===== src/rtl/switch_sequencer.sv =====
`default_nettype none
// ============================================================================
// Module   : switch_sequencer
// Purpose  : Walks a four-switch combination lock from its current state to a
//            requested target state, one switch press at a time, while keeping
//            a registered mirror of the lock state.
//            Each press drives one output high for HOLD cycles and is followed
//            by GAP all-low cycles. The mirror advances to the hop destination
//            when the GAP begins.
// Ports    : clk          rising-edge clock for all state
//            reset        synchronous active-high reset
//            req_valid    a target-state request is present
//            req_target   requested lock state code (0-4 legal)
//            req_ready    high in IDLE; accept on req_valid & req_ready
//            SW1..SW4     switch drives to the lock
//            lock_rst     lock reset press
//            mirror_state registered model of the lock state
//            mirror_z     Z encoding of mirror_state
//            busy         high while a press or gap is in progress
//            done         one-cycle pulse when a request completes
//            err          one-cycle pulse when a request is rejected
// Revision : 1.0  initial release
// ============================================================================
module switch_sequencer #(
   parameter int HOLD = 2,
   parameter int GAP  = 2
) (
   input  logic       clk,
   input  logic       reset,
   input  logic       req_valid,
   input  logic [2:0] req_target,
   output logic       req_ready,
   output logic       SW1,
   output logic       SW2,
   output logic       SW3,
   output logic       SW4,
   output logic       lock_rst,
   output logic [2:0] mirror_state,
   output logic [1:0] mirror_z,
   output logic       busy,
   output logic       done,
   output logic       err
);

   // Counters count down to zero, so they load one less than the duration.
   localparam logic [3:0] c_HOLD_LOAD = 4'(HOLD - 1);
   localparam logic [3:0] c_GAP_LOAD  = 4'(GAP - 1);

   typedef enum logic [1:0] {
      ST_IDLE = 2'd0,
      ST_HOLD = 2'd1,
      ST_GAP  = 2'd2,
      ST_DONE = 2'd3
   } state_t;

   // Which output a press drives. SW4 has no transition in the lock model,
   // so the hop planner never selects it; the port stays low.
   typedef enum logic [2:0] {
      HOP_NONE = 3'd0,
      HOP_SW1  = 3'd1,
      HOP_SW2  = 3'd2,
      HOP_SW3  = 3'd3,
      HOP_SW4  = 3'd4,
      HOP_RST  = 3'd5
   } hop_t;

   state_t     r_state;
   state_t     w_state_nxt;
   logic [3:0] r_cnt;
   logic [3:0] w_cnt_nxt;
   logic [2:0] r_mirror;
   logic [2:0] w_mirror_nxt;
   logic [2:0] r_target;
   logic [2:0] w_target_nxt;
   hop_t       r_hop;
   hop_t       w_hop_nxt;
   logic       r_rej;       // the DONE cycle reports a rejection, not a completion
   logic       w_rej_nxt;

   // Next press needed to move from cur toward tgt (tgt assumed 0-4, != cur).
   function automatic hop_t f_next_hop(input logic [2:0] cur, input logic [2:0] tgt);
      hop_t h;
      h = HOP_NONE;
      if (tgt == 3'd0) begin
         h = (cur != 3'd0) ? HOP_RST : HOP_NONE;
      end else begin
         case (cur)
            3'd0: h = (tgt <= 3'd2) ? HOP_SW1 : HOP_SW3;
            3'd1: h = HOP_SW2;
            3'd2: h = (tgt == 3'd1) ? HOP_SW2 : HOP_SW3;
            3'd3: h = (tgt == 3'd4) ? HOP_SW1 : HOP_SW2;
            3'd4: h = HOP_SW2;
            default: h = HOP_NONE;
         endcase
      end
      return h;
   endfunction

   // Lock state reached from cur after the given press.
   function automatic logic [2:0] f_apply_hop(input logic [2:0] cur, input hop_t hop);
      logic [2:0] nxt;
      nxt = cur;
      case (hop)
         HOP_RST: nxt = 3'd0;
         HOP_SW1: begin
            if (cur == 3'd0)      nxt = 3'd1;
            else if (cur == 3'd3) nxt = 3'd4;
         end
         HOP_SW2: begin
            if (cur == 3'd1)                                      nxt = 3'd2;
            else if (cur == 3'd2 || cur == 3'd3 || cur == 3'd4) nxt = 3'd1;
         end
         HOP_SW3: begin
            if (cur == 3'd0 || cur == 3'd2) nxt = 3'd3;
         end
         default: nxt = cur;
      endcase
      return nxt;
   endfunction

   always_ff @(posedge clk) begin
      if (reset) begin
         r_state  <= ST_IDLE;
         r_cnt    <= 4'd0;
         r_mirror <= 3'd0;
         r_target <= 3'd0;
         r_hop    <= HOP_NONE;
         r_rej    <= 1'b0;
      end else begin
         r_state  <= w_state_nxt;
         r_cnt    <= w_cnt_nxt;
         r_mirror <= w_mirror_nxt;
         r_target <= w_target_nxt;
         r_hop    <= w_hop_nxt;
         r_rej    <= w_rej_nxt;
      end
   end

   always_comb begin
      w_state_nxt  = r_state;
      w_cnt_nxt    = r_cnt;
      w_mirror_nxt = r_mirror;
      w_target_nxt = r_target;
      w_hop_nxt    = r_hop;
      w_rej_nxt    = r_rej;

      case (r_state)
         ST_IDLE: begin
            if (req_valid) begin
               w_rej_nxt = 1'b0;
               if (req_target > 3'd4) begin
                  // Rejected: reported through the DONE slot, no press.
                  w_rej_nxt   = 1'b1;
                  w_state_nxt = ST_DONE;
               end else if (req_target == r_mirror) begin
                  w_state_nxt = ST_DONE;
               end else begin
                  w_target_nxt = req_target;
                  w_hop_nxt    = f_next_hop(r_mirror, req_target);
                  w_cnt_nxt    = c_HOLD_LOAD;
                  w_state_nxt  = ST_HOLD;
               end
            end
         end
         ST_HOLD: begin
            if (r_cnt == 4'd0) begin
               // Press released: the lock is now in the hop destination.
               w_mirror_nxt = f_apply_hop(r_mirror, r_hop);
               w_cnt_nxt    = c_GAP_LOAD;
               w_state_nxt  = ST_GAP;
            end else begin
               w_cnt_nxt = r_cnt - 4'd1;
            end
         end
         ST_GAP: begin
            if (r_cnt == 4'd0) begin
               if (r_mirror == r_target) begin
                  w_state_nxt = ST_DONE;
               end else begin
                  w_hop_nxt   = f_next_hop(r_mirror, r_target);
                  w_cnt_nxt   = c_HOLD_LOAD;
                  w_state_nxt = ST_HOLD;
               end
            end else begin
               w_cnt_nxt = r_cnt - 4'd1;
            end
         end
         ST_DONE: begin
            w_state_nxt = ST_IDLE;
         end
         default: begin
            w_state_nxt = ST_IDLE;
         end
      endcase
   end

   // Output decode: drives only while in HOLD, so at most one is ever high.
   always_comb begin
      req_ready    = (r_state == ST_IDLE);
      busy         = (r_state == ST_HOLD) || (r_state == ST_GAP);
      done         = (r_state == ST_DONE) && !r_rej;
      err          = (r_state == ST_DONE) && r_rej;
      SW1          = (r_state == ST_HOLD) && (r_hop == HOP_SW1);
      SW2          = (r_state == ST_HOLD) && (r_hop == HOP_SW2);
      SW3          = (r_state == ST_HOLD) && (r_hop == HOP_SW3);
      SW4          = (r_state == ST_HOLD) && (r_hop == HOP_SW4);
      lock_rst     = (r_state == ST_HOLD) && (r_hop == HOP_RST);
      mirror_state = r_mirror;
      mirror_z     = 2'b01;
      case (r_mirror)
         3'd2, 3'd4: mirror_z = 2'b10;
         3'd3:       mirror_z = 2'b11;
         default:    mirror_z = 2'b01;
      endcase
   end

endmodule
`default_nettype wire


===== config.mk =====
export PLATFORM = sky130hd
export DESIGN_NAME = switch_sequencer
export DESIGN_NICKNAME = d
export VERILOG_FILES = /design/src/rtl/switch_sequencer.sv
export SDC_FILE = /design/constraint.sdc
export NUM_CORES = 1
export LEC_CHECK = 0
export CORE_ASPECT_RATIO = 1.1
export CORE_MARGIN = 2
export CORE_UTILIZATION = 54
export CTS_CLUSTER_DIAMETER = 150
export DETAILED_ROUTE_END_ITERATION = 10
export GPL_ROUTABILITY_DRIVEN = 0
export PLACE_DENSITY_LB_ADDON = 0.08
export SLEW_MARGIN = 10
export SYNTH_ARGS = -nofsm -noshare
export SYNTH_HDL_FRONTEND = slang
export SYNTH_SLANG_ARGS = --single-unit

===== constraint.sdc =====
create_clock -name clk -period 2.38 [get_ports clk]
set_input_delay 0.238 -clock clk [delete_from_list [all_inputs] [get_ports clk]]
set_output_delay 0.238 -clock clk [all_outputs]
set_load 0.01 [all_outputs]

# Word-level counts from Yosys, hierarchy flattened

Cells that the tools add are included.

Input bits: 6
Flip-flop bits (word level): 16

Magnitude comparators: 3
Add/sub/neg operators: 1
Muxes and demuxes: 39
Eq/ne operators: 28
Reductions and logical operators: 29
Bitwise gates (word level): 2

Operator list:

| cell                                                                              | count |
|---|---|
| 3-bit two-way mux                                                                 | 13 |
| 4-bit two-way mux                                                                 | 6 |
| 2-bit case mux with 4 select lines                                                | 3 |
| 2-bit two-way mux                                                                 | 10 |
| 3-bit == test (second input constant)                                             | 5 |
| 2-bit != test (second input constant)                                             | 7 |
| 3-bit by 1-bit == test with 1-bit output (second input constant)                  | 4 |
| 3-bit by 2-bit == test with 1-bit output (second input constant)                  | 4 |
| 3-bit case mux with 4 select lines                                                | 1 |
| 4-bit case mux with 3 select lines                                                | 1 |
| 6-bit AND reduction                                                               | 2 |
| 3-bit logical NOT                                                                 | 3 |
| 3-bit != test (second input constant)                                             | 3 |
| 1-bit logical AND                                                                 | 7 |
| 3-bit == test                                                                     | 2 |
| 3-bit by 2-bit less-or-equal comparator with 1-bit output (second input constant) | 2 |
| 3-bit case mux with 2 select lines                                                | 1 |
| 3-bit nonzero test                                                                | 2 |
| 5-bit AND reduction                                                               | 1 |
| 2-bit == test (second input constant)                                             | 2 |
| 4-bit logical NOT                                                                 | 1 |
| 1-bit logical OR                                                                  | 4 |
| 2-bit case mux with 2 select lines                                                | 1 |
| 4-bit AND reduction                                                               | 1 |
| 12 further kinds                                                                  | 16 |

# Logic depth before layout (Yosys ltp)

Gate-level depths: netlist of run 1.

Word-level depth: 8
Gate-level depth with buffers: 8
Mapped depth without buffers: 7

# Worst setup path before layout of run 1

Ideal clock, no wire load.

Path kind: reg2reg
Start point: reg r_cnt[0]
End point: reg r_mirror[1], in the netlist mirror_state[1]
Setup time: 0.070 ns
Data required time: 2.310 ns
Data arrival time: 1.984 ns
Path slack: 0.325 ns
Clock period less this slack: 2.055 ns
Cell stages (with the launch flop): 8
Buffers on the path: 1
Cells stage by stage: dfxtp_1 > inv_1 > ha_1 > or3b_1 > buf_2 > or4_1 > or4_4 > o2bb2ai_1

Cells in the longest elaborated chain, start to end: 2

RTL lines:

| item                          | RTL line | source |
|---|---|---|
| start: declaration            | 69       | `logic [3:0] r_cnt;` |
| start signal: assignment      | 131      | `r_cnt <= w_cnt_nxt;` |
| 4-bit logical NOT             | 166      | `if (r_cnt == 4'd0) begin` |
| 6-bit AND reduction (no line) | --       |  |
| end signal: assignment        | 132      | `r_mirror <= w_mirror_nxt;` |
| end: declaration              | 71       | `logic [2:0] r_mirror;` |

No other way between the ends.
A chain may end at the register's enable or synchronous reset.

# Worst setup path after layout of run 1

Start point: reg r_state[1]
End point: out SW1

Cells in the longest elaborated chain, start to end: 2

RTL lines:

| item                                     | RTL line | source |
|---|---|---|
| start: declaration                       | 67       | `state_t r_state;` |
| start signal: assignment                 | 130      | `r_state <= w_state_nxt;` |
| 2-bit by 1-bit == test with 1-bit output | 203      | `SW1 = (r_state == ST_HOLD) && (r_hop == HOP_SW1);` |
| 1-bit logical AND                        | 203      |  |
| end: declaration                         | 33       | `output logic SW1,` |

No other way between the ends.

==> results of run 1 <==
## final cells by class
class | count | area (µm²) | share of cell area (%)
Multi-Input combinational cell | 139 | 965.9 | 57.65
Sequential cell | 16 | 320.3 | 19.12
Timing Repair Buffer | 31 | 280.3 | 16.73
Tap cell | 31 | 38.79 | 2.315
Clock buffer | 4 | 36.28 | 2.166
Inverter | 9 | 33.78 | 2.016
## worst min-delay path by stage
stage / start / to / depth (start not counted)
floorplan: req_target[0] / r_target[0] / 2
global placement: r_rej / r_rej / 2
detailed placement: r_cnt[3] / r_cnt[3] / 2
CTS: r_cnt[3] / r_cnt[3] / 2
global route: r_state[1] / r_state[1] / 2
finish: r_cnt[3] / r_cnt[3] / 2
## through the flow
stage / hold WS [ps] / setup WS, ps
floorplan: 385.2 / 325.3
global route: 555.1 / 124.7
CTS: 513.0 / 233.1
detailed placement: 496.6 / 28.90
global placement: 486.2 / 59.75
finish: 518.1 / 255.7
## layout by cell type, fill, tap and decap left out, types with 4 or more instances in the layout
master / synthesis / layout
a21oi_1: 7 / 7
buf_4: 0 / 12
clkdlybuf4s50_1: 0 / 19
dfxtp_1: 16 / 16
ha_1: 8 / 8
inv_1: 9 / 9
mux2i_1: 4 / 4
nand2_1: 16 / 16
nor2_1: 18 / 18
nor2b_1: 5 / 5
nor3_1: 7 / 7
o21ai_0: 13 / 13
## layer usage
layer,global-route usage [%],up-vias
li1,-,685
met1,33.06,636
met2,43.22,35
met3,3.191,3
met4,9.023,0
met5,0,-
## power breakdown
| group | switching [µW] | internal [µW] | leakage, µW |
|---|---|---|---|
| clock network | 98.1 | 93.5 | 0.0000210 |
| registers | 80.2 | 324 | 0.000130 |
| logic | 424 | 357 | 0.000496 |
| total | 602 | 774 | 0.000648 |
## registers in the layout, summed over array words and instances (netlist names)
signal,count
r_target,3
r_state,2
r_cnt,4
r_rej,1
r_hop,3
mirror_state,3
## worst max-delay path, delay by kind of cell (launching register included)
kind	cells	cell delay [ps]
buf+inv	3	750
flops	1	420
fa+ha+maj	1	230
simple gates	1	190
## cells by family (layout without fill, tap and decap cells)
logic type               count (synthesis)  after routing  synth area share (%)
XOR/XNOR                                 5              5                 3.194
adder cells (fa/ha/maj)                  8              8                 7.300
multiplexers                             8              8                 6.204
flip-flops                              16             16                 23.36
AND/OR/NAND/NOR                         73             73                 29.47
AO/OA/AOI/OAI                           45             45                 24.27
buffers and inverters                   21             44                 6.204
==> flow_summary.json, run 1 <==
{
  "cp-end-kind": "output port",
  "rsz0062_at_grt": "no",
  "synth_edf_count": 0,
  "start_util_pct": 56.00,
  "synth_most_common_cell": "nor2_1",
  "dr.max_layer_used": "met4",
  "postSynthAreaPerCell_um2": 7.792,
  "slew_headroom_pct": 77.19,
  "diodes": 0,
  "synth_area_um2": 1371,
  "core_area_um2": 2449,
  "finClkSkew_ps": 6.605,
  "die_area_um2": 2959,
  "synth_cell_type_count": 52,
  "fillers": 220,
  "port_buffers": 19,
  "ctsResizeCount": 0,
  "postLayoutCoreUtil_pct": 68.42,
  "remaining_drc_errors": 0,
  "die_h_um": 56.86,
  "ys_seq_area_share_pct": 23.36,
  "vias_per_cell": 5.909,
  "period_needed_ps": 2124,
  "grt_max_degree": 18,
  "met3WireLength_um": 133,
  "max-cap-violations": 0,
  "power.total_uw": 1376,
  "routed_wl_um": 3338,
  "grt.overflow.total": 0,
  "ios": 20,
  "crit_chain": "inv_1 > ha_1 > buf_4 > and4_1 > clkdlybuf4s50_1",
  "cts_tree": "built",
  "hold_viol": 0,
  "synth_top_area_share_pct": 23.36,
  "post_cts_buffers": 0,
  "grt_pass1_wl_um": 5830,
  "vdd_ir_drop_max_mv": 0.6285,
  "synth-seq-cells": 16,
  "crit_slowest_cell": "clkdlybuf4s50_1",
  "fin_setup_tns_ps": 0,
  "yosys_warnings": 0,
  "p_leak_uw": 0.0006478,
  "synth_fp_nets": 190,
  "chipWidth_um": 52.05,
  "cts_made_buffers": 3,
  "critical_path_class": "reg -> out",
  "first_iter_violations": 39,
  "wl_met1_um": 1466,
  "fin_crit_sh_pct": 89.26,
  "holdBufCountCts": 0,
  "root_buffer": "clkbuf_4",
  "reg2reg_from": "r_cnt[0]",
  "crit_fanout": 6,
  "r2r-end": "mirror_state[0]",
  "synth_area_leaders": "dfxtp_1 23%, ha_1 7.3%, nor2_1 4.9%",
  "crit_arrival_ps": 1890,
  "slowest_delay_ps": 480,
  "setup_viol": 0,
  "critPathRequiredTime_ps": 2140,
  "place_area_um2": 1639,
  "synth-async-reset-ratio_pct": 0,
  "design_area_um2": 1675,
  "synth_top_area_cell": "dfxtp_1",
  "rows": 19,
  "post_drt_wl_per_cell_um": 14.51,
  "r2r_cells": 6,
  "hp-class": "reg -> reg",
  "wl_met2_um": 1699,
  "cts_buffer_depth": 2,
  "firstDrtPassIters": 4,
  "antenna_found_initial": 0,
  "hpwlAfterDp_um": 2525,
  "status": "complete, no violations",
  "power_density_nw_per_um2": 821.3,
  "stdcell_count": 230,
  "route.antenna.remaining_nets": 0,
  "htreeDepth": 1,
  "tightest_slew_ps": 333.5,
  "drive_above_1_share_pct": 13.07,
  "reg2reg_slack_ps": 290,
  "synthCells": 176,
  "insertion_delay_ps": 300,
  "area_growth_pct": 22.17,
  "synth_flop_cell": "dfxtp_1",
  "maxSlewViolCount": 0,
  "cp-endpoint": "SW1",
  "place_inst": 226,
  "grt_pass1_vias": 1274,
  "cts.sinks": 16,
  "synth_commonest_cells": "18 x nor2_1, 16 x dfxtp_1, 16 x nand2_1",
  "crit_start": "r_state[1]",
  "grt_usage_pct": 25.72,
  "clk_pin_slew_ps": 100,
  "vias": 1359,
  "nNetsFinal": 214,
  "crit_path_start_kind": "flip-flop",
  "fmax_ghz": 0.4707
}
Power figures use the tool's default switching activity.
==> run 2: changes to the inputs <==
CORE_ASPECT_RATIO = default   (was 1.1)
==> run 2 against run 1 <==
  * Critical endpoint is now r_hop[2]
  * Critical path type is now in -> reg
  * Global-route usage is 0.55 points higher
  * Largest cell class unchanged
  * Largest power group unchanged
  * Core utilization is 0.41 points higher
  * Combinational power is 0.8% lower
  * Via count is 2.9% higher
  * Setup slack worse by 6.1 ps
  * Highest routed layer unchanged
==> flow_summary.json, run 2 (same netlist as run 1, synthesis figures left out) <==
{
  "hp-class": "reg -> reg",
  "final_common_cell": "clkdlybuf4s50_1",
  "maxSlewViolCount": 0,
  "holdBufCountCts": 0,
  "nNetsFinal": 214,
  "max-cap-violations": 0,
  "tightest_slew_ps": 551.0,
  "cts_made_buffers": 3,
  "stdcell_count": 229,
  "insertion_delay_ps": 300,
  "cp-end-kind": "flip-flop",
  "diodes": 0,
  "area_growth_pct": 22.08,
  "slowest_delay_ps": 480,
  "firstDrtPassIters": 4,
  "grt_usage_pct": 26.27,
  "power.total_uw": 1373,
  "crit_slowest_cell": "clkdlybuf4s50_1",
  "power_density_nw_per_um2": 819.9,
  "period_needed_ps": 2130,
  "drive_above_1_share_pct": 13.07,
  "p_leak_uw": 0.0006472,
  "place_inst": 225,
  "layout_setup_ws_ps": 249.6,
  "crit_fanout": 5,
  "port_buffers": 19,
  "ctsResizeCount": 0,
  "largest_register_ffs": 4,
  "pre_cts_slack_ps": -61.77,
  "antenna_found_initial": 0,
  "regMostFlops": "r_cnt",
  "rows": 18,
  "regArea_um2": 320.3,
  "core_area_um2": 2432,
  "fillers": 214,
  "slew_headroom_pct": 62.32,
  "cp.buffers_inverters": 1,
  "critPathTopFamily": "compound AO/OA/AOI/OAI gates",
  "design_area_um2": 1674,
  "finClkSkew_ps": 9.397,
  "start_util_pct": 56.38,
  "place_area_um2": 1638,
  "cts_buffer_depth": 2,
  "routed_wl_um": 3443,
  "post_drt_wl_per_cell_um": 15.03,
  "grt_pass1_wl_um": 5630,
  "fmax_ghz": 0.4694,
  "setup_viol": 0,
  "crit_chain": "clkdlybuf4s50_1 > or3_4 > a2111oi_4 > nor2_1 > o2111ai_2 > mux2_1",
  "crit_arrival_ps": 2320,
  "remaining_drc_errors": 0,
  "chipWidth_um": 54.40,
  "htreeDepth": 1,
  "vdd_ir_drop_max_mv": 0.6977,
  "clk_pin_slew_ps": 110,
  "final_cell_mix": "19 x clkdlybuf4s50_1, 18 x nor2_1, 16 x nand2_1, 16 x dfxtp_1, 13 x o21ai_0",
  "critPathRequiredTime_ps": 2570,
  "hpwlAfterDp_um": 2640,
  "first_iter_violations": 51,
  "multi_input_area_um2": 965.9,
  "grt_pass1_vias": 1285,
  "root_buffer": "clkbuf_4",
  "rsz0062_at_grt": "no",
  "grt.overflow.total": 0,
  "route.antenna.remaining_nets": 0,
  "cts.sinks": 16,
  "cts_tree": "built",
  "ios": 20,
  "vias_per_cell": 6.105,
  "critical_path_class": "in -> reg",
  "hold_viol": 0,
  "crit_path_start_kind": "primary input",
  "fin_crit_sh_pct": 89.51,
  "vias": 1398,
  "die_h_um": 54.40,
  "die_area_um2": 2959,
  "status": "complete, no violations",
  "post_cts_buffers": 0,
  "whs_ps": 527.6,
  "grt_max_degree": 17
}
==> run 2: cell counts in the layout (fill, tap and decap cells not counted) <==
No cell type changed its count.
==> run 2: path summary, 6_finish.rpt <==
path / startpoint / to / slack (ps) / cells past startpoint
min: r_state[1] / r_state[1] / 530 / 2
max: req_target[2] / r_hop[2] / 250 / 6
max reg2reg: r_cnt[0] / mirror_state[0] / 260 / 6
min reg2reg: r_state[1] / r_state[1] / 530 / 2
==> run 2: through the flow <==
step	utilization, %	TNS (ps)
detailed placement	67.34	-102.3
floorplan	-	0
CTS	68.83	0
finish	68.83	0
global route	68.83	0
global placement	67.34	0
==> run 2: worst min-delay path, stage by stage, from the launching register on <==
cell and delay [ps]:
dfxtp_1 370, nand2_1 70, a21oi_1 50
==> run 2: area by class of cell <==
cell class	instances	area share (%)
well taps	30	2.242
multi-input cells	139	57.70
repair buffers	31	16.74
clock buffers	4	2.167
inverters	9	2.018
flip-flops and latches	16	19.13
==> run 2: metal layers <==
layer / part of all wire (%) / routed length (µm) / track usage (%) / up-vias
met5: 0 / 0 / 0 / -
met4: 1.5 / 52 / 12.08 / 0
met3: 6.1 / 209 / 4.645 / 7
met2: 48 / 1653 / 42.37 / 52
met1: 44 / 1527 / 33.83 / 652
li1: - / - / - / 687
==> run 2: power by group <==
group | total (µW) | internal, µW | switching, µW
registers | 407 | 324 | 83.0
clock network | 191 | 93.4 | 97.7
logic | 775 | 356 | 419
